**config.mk**
```make
export PLATFORM = sky130hd
export DESIGN_NAME = harvard_sequencer
export DESIGN_NICKNAME = d
export VERILOG_FILES = /design/src/rtl/harvard_sequencer.sv
export SDC_FILE = /design/constraint.sdc
export NUM_CORES = 1
export LEC_CHECK = 0
export ABC_AREA = 1
export CORE_ASPECT_RATIO = 1.25
export CORE_MARGIN = 10
export CORE_UTILIZATION = 40
export CTS_BUF_LIST = sky130_fd_sc_hd__clkbuf_16
export DETAILED_ROUTE_END_ITERATION = 8
export PLACE_DENSITY_LB_ADDON = 0.25
export SYNTH_ARGS = -nofsm -noshare
export SYNTH_HDL_FRONTEND = slang
export SYNTH_SLANG_ARGS = --single-unit
export TNS_END_PERCENT = 50
```
**constraint.sdc**
```tcl
create_clock -name clk -period 2.1 [get_ports clk]
set_clock_uncertainty 0.1 [all_clocks]
set_input_delay 0.42 -clock clk [delete_from_list [all_inputs] [get_ports clk]]
set_output_delay 0.42 -clock clk [all_outputs]
set_load 0.05 [all_outputs]
```
**src/rtl/harvard_sequencer.sv**
```systemverilog
// Multi-cycle FETCH/DECODE/EXEC/MEM/WB controller for the Harvard MIPS core.
// Owns the PC and the retired-instruction counter; strobes are Moore decodes of state.
module harvard_sequencer #(
  parameter logic [31:0] RESET_VECTOR = 32'hBFC0_0000,
  parameter logic [31:0] HALT_PC      = 32'h0000_0000
) (
  input  logic        clk,
  input  logic        reset,
  input  logic        instr_valid,
  input  logic        mem_active,
  input  logic        reg_active,
  input  logic        data_waitrequest,
  input  logic [31:0] pc_next,
  output logic [31:0] pc,
  output logic        active,
  output logic        fetch_en,
  output logic        decode_en,
  output logic        exec_en,
  output logic        mem_req,
  output logic        wb_en,
  output logic [31:0] retired,
  output logic [2:0]  state
);

  typedef enum logic [2:0] {
    S_FETCH  = 3'd0,
    S_DECODE = 3'd1,
    S_EXEC   = 3'd2,
    S_MEM    = 3'd3,
    S_WB     = 3'd4,
    S_HALTED = 3'd5
  } state_t;

  state_t cur_state;
  state_t next_state;
  logic   complete;
  logic   mem_flag;
  logic   reg_flag;

  // Next-state logic; complete marks the edge that retires the instruction.
  always_comb begin
    next_state = cur_state;
    complete   = 1'b0;
    case (cur_state)
      S_FETCH: begin
        if (pc == HALT_PC) begin
          next_state = S_HALTED;
        end else if (instr_valid) begin
          next_state = S_DECODE;
        end else begin
          next_state = S_FETCH;
        end
      end
      S_DECODE: next_state = S_EXEC;
      S_EXEC: begin
        if (mem_active) begin
          next_state = S_MEM;
        end else if (reg_active) begin
          next_state = S_WB;
        end else begin
          next_state = S_FETCH;
          complete   = 1'b1;
        end
      end
      S_MEM: begin
        // Only the flags latched in EXEC steer the exit from MEM.
        if (data_waitrequest) begin
          next_state = S_MEM;
        end else if (reg_flag) begin
          next_state = S_WB;
        end else begin
          next_state = S_FETCH;
          complete   = 1'b1;
        end
      end
      S_WB: begin
        next_state = S_FETCH;
        complete   = 1'b1;
      end
      S_HALTED: next_state = S_HALTED;
      default:  next_state = S_HALTED;
    endcase
  end

  // State, PC, retire counter and latched decode flags.
  always_ff @(posedge clk) begin
    if (reset) begin
      cur_state <= S_FETCH;
      pc        <= RESET_VECTOR;
      retired   <= 32'd0;
      mem_flag  <= 1'b0;
      reg_flag  <= 1'b0;
    end else begin
      cur_state <= next_state;
      if (complete) begin
        pc      <= pc_next;
        retired <= retired + 32'd1;
      end else begin
        pc      <= pc;
        retired <= retired;
      end
      if (cur_state == S_EXEC) begin
        mem_flag <= mem_active;
        reg_flag <= reg_active;
      end else begin
        mem_flag <= mem_flag;
        reg_flag <= reg_flag;
      end
    end
  end

  // Moore output decode; any non-running encoding reads as halted.
  always_comb begin
    fetch_en  = 1'b0;
    decode_en = 1'b0;
    exec_en   = 1'b0;
    mem_req   = 1'b0;
    wb_en     = 1'b0;
    active    = 1'b1;
    case (cur_state)
      S_FETCH:  fetch_en  = 1'b1;
      S_DECODE: decode_en = 1'b1;
      S_EXEC:   exec_en   = 1'b1;
      S_MEM:    mem_req   = 1'b1;
      S_WB:     wb_en     = 1'b1;
      S_HALTED: active    = 1'b0;
      default:  active    = 1'b0;
    endcase
  end

  assign state = cur_state;

endmodule
```
==> impl_metrics.csv <==
group,metric,value,unit
run_status,status,"finished, final reports clean",
floorplan,core,8190,sq um
sta,post-route-period-util,98.1,%
sta,max_freq,485,MHz
global_route,globalRouteOverflowTotal,0,
routing,wl_per_cell,13.5,um
yosys,synth_xor_xnor_area_share,1.05,%
placement,gp_congestion,0.868,
critical_path,worstSetupEndpointType,"primary output",
clock_network,cts_tree,"built",
yosys,synth_area,3330,sq um
power_and_ir_drop,p_seq_share,43.8,%
critical_path,critPathLaunchType,"flop",
global_route,top_usage_layer,"met2",
critical_path,cp_slowest_cell,"clkdlybuf4s50_1",
critical_path,critPathBufInv,1,
layout,antennaDiodeCount,0,
clock_network,clk_pin_slew,0.05,ns
power_and_ir_drop,peakVddDrop,0.000397,V
placement,portBuffers,110,
floorplan,row_count,37,
placement,place_hpwl,7370,um
floorplan,start_util,40.6,%
yosys,synth_compound_area_share,9.93,%
yosys,avgSynthCellArea,6.55,sq um
min_path,holdPathEnd,"pc[13]",
clock_network,cts.sinks,68,
critical_path,r2r-start,"retired[1]",
clock_network,clockBufferDepth,2,
floorplan,io_pins,111,
floorplan,fp.dieArea,12400,sq um
sta,max-slew-margin-rel,64.0,%
yosys,synth_nets,547,
routing,num_vias,3443,
min_path,min_path_type,"reg2reg",
global_route,grt_pass1_wl,16200,um
yosys,synth-simple-area-share,38.0,%
sta,rsz0062_at_grt,"no",
min_path,min-delay-start,"pc[13]",
critical_path,reg2reg_depth,9,
global_route,antenna_found_initial,0,
clock_network,cts-root-buf,"clkbuf_16",
critical_path,reg2reg_to,"retired[26]",
critical_path,reg2reg_slack,0.28,ns
critical_path,required,1.58,ns
yosys,ys_seq_elements,68,
power_and_ir_drop,p_leak,1.93,nW
routing,drc,0,
critical_path,crit_family,"buffers and inverters",
power_and_ir_drop,p_int,0.00227,W
layout,drive_above_1_share,11.8,%
routing,drt_first_pass_iters,6,
layout,fillCellCount,784,
min_path,hold_depth,2,
power_and_ir_drop,p_per_area,652,nW/um^2
power_and_ir_drop,pwr-share-comb,14.5,%
global_route,globalRouteMet1Util,17.5,%
global_route,grt.met3_usage,7.70,%
routing,first_iter_violations,138,
clock_network,cts-htree-levels,3,
critical_path,worst_ep_arrival_time,1.54,ns
critical_path,critPathKind,"reg2out",
critical_path,crit_chain,"clkdlybuf4s50_1",
sta,tns,0,ns
power_and_ir_drop,switchingPower,0.000803,W
routing,vias_per_cell,4.81,
global_route,grt.total_usage,16.0,%
yosys,synth_mux_area_share,0,%
global_route,grt_pass1_vias,3462,
clock_network,insertion_delay,0.32,ns
global_route,grt_util_met2,26.8,%
yosys,synth_top_family_by_area,"simple AND/OR/NAND/NOR gates",
critical_path,crit_fanout,5,
clock_network,cts-buffers-inserted,9,
global_route,grt_max_degree,37,
sta,slew_violations,0,
layout,finalNetCount,656,
layout,area_growth_syn_to_layout,41.8,%
layout,final_cells,716,
critical_path,slowest_delay,0.83,ns
yosys,synth_warnings,0,
yosys,netlist_instances,508,
power_and_ir_drop,switching_share,26.1,%
yosys,ys_seq_area_share,40.9,%
routing,ant_nets,0,
power_and_ir_drop,p_clk_share,41.7,%
yosys,synth_fa_ha_area_share,0.376,%
floorplan,die_y,122,um
floorplan,die_w,102,um
job,maxCapViolations,0,
sta,period_minus_slack,2.06,ns
routing,wirelength,9650,um
yosys,yosysUniqueCellTypes,31,
placement,place_inst,703,
sta,hold_viol,0,
sta,worst_pin_slew,0.538,ns
clock_network,post_cts_buffers,0,
sta,setup_viol,0,
[per-stage QoR]
stage	util (%)	instance area (sq um)	hold slack (ns)	setup slack (ns)	power (W)
after floorplan	-	3330	0.345	0.0220	0.00163
after global placement	54.5	4470	0.359	0.165	0.00182
after detailed placement	54.5	4470	0.370	0.133	0.00182
after CTS	57.5	4710	0.378	0.0333	0.00310
after global routing	57.5	4710	0.394	0.00792	0.00321
final	57.5	4710	0.375	0.0396	0.00307
[placed cells by master (no fill, tap or decap)]
master,netlist,final
inv_2,1,1
or2_2,2,2
buf_4,3,42
dfxtp_1,68,68
nor3_1,6,5
clkinv_2,0,1
ha_1,1,1
nand4_1,11,11
buf_12,0,7
nor2b_1,1,1
nand3_1,34,34
a21oi_1,47,47
clkbuf_16,0,9
nand2_2,1,1
nor3_2,0,1
nand3_2,1,1
nor2_2,3,3
clkinv_1,0,2
and2_1,2,2
and2_0,1,1
o21ai_1,5,5
nor2_4,2,2
o21bai_1,2,2
clkinvlp_4,0,1
o21ai_0,11,11
dlymetal6s2s_1,0,1
nand3_4,1,1
nand3b_1,2,2
nor3b_2,1,1
nor2_1,80,80
clkdlybuf4s50_1,0,66
nand2_1,148,148
xor2_1,4,4
inv_1,55,55
[how the worst max path moves through the flow]
stage | startpoint | end | depth (start not counted)
after CTS | retired[15] | retired[15] | 1
after global routing | retired[8] | retired[8] | 1
final | retired[15] | retired[15] | 1
after detailed placement | reg_active | pc[14] | 7
after floorplan | state[1] | retired[24] | 8
after global placement | reg_active | pc[20] | 7
[power by group through the flow]
stage	registers, W	clock network [W]	logic [W]
6_report	0.00135	0.00128	0.000445
2_1_floorplan	0.00147	0	0.000162
3_5_place_dp	0.00137	0	0.000449
5_1_grt	0.00135	0.00138	0.000480
3_3_place_gp	0.00137	0	0.000447
4_1_cts	0.00135	0.00131	0.000450
[routing by layer]
layer | vias to the layer above | share of wire (%)
met5 | - | 0
met4 | 0 | 1.3
met3 | 9 | 10
met2 | 92 | 48
met1 | 1530 | 40
li1 | 1812 | -
[repair_timing]
| item | CTS | global route |
|---|---|---|
| endpoints found under the setup margin | 0 | 1 |
| endpoints found under the hold margin | 0 | 0 |
| hold buffers | 0 | 0 |
| resized for setup | 0 | 1 |
[layout make-up]
cell class / instances / area (sq um) / share of cell area [%]
Multi-Input combinational cell: 366 / 1650 / 35.0
Clock inverter: 4 / 20.0 / 0.425
Clock buffer: 9 / 225 / 4.78
Timing Repair Buffer: 116 / 1130 / 23.9
Inverter: 56 / 210 / 4.46
Tap cell: 97 / 121 / 2.57
Sequential cell: 68 / 1360 / 28.9
[sequential cells by signal, summed over array words and instances (netlist names)]
name / flops
pc: 32
reg_flag: 1
retired: 32
state: 3
[cell families (layout without fill, tap and decap cells)]
group / after synthesis / after routing
fa+ha+maj: 1 / 1
buf+inv: 74 / 185
xor+xnor: 4 / 4
flops: 68 / 68
compound gates: 65 / 65
simple gates: 296 / 296
[Yosys cell counts]
cell	instances	area, sq um
a21oi_1	47	235
and2_0	1	6.26
and2_1	2	12.5
buf_1	1	3.75
buf_2	5	25.0
buf_4	3	22.5
buf_6	2	22.5
buf_8	1	15.0
clkbuf_1	6	22.5
dfxtp_1	68	1360
ha_1	1	12.5
inv_1	55	206
inv_2	1	3.75
nand2_1	148	556
nand2_2	1	6.26
nand3_1	34	170
nand3_2	1	10.0
nand3_4	1	17.5
nand3b_1	2	15.0
nand4_1	11	68.8
nor2_1	80	300
nor2_2	3	18.8
nor2_4	2	22.5
nor2b_1	1	6.26
nor3_1	6	30.0
nor3b_2	1	12.5
o21ai_0	11	55.1
o21ai_1	5	25.0
o21bai_1	2	15.0
or2_2	2	12.5
xor2_1	4	35.0
Power figures use the tool's default switching activity.
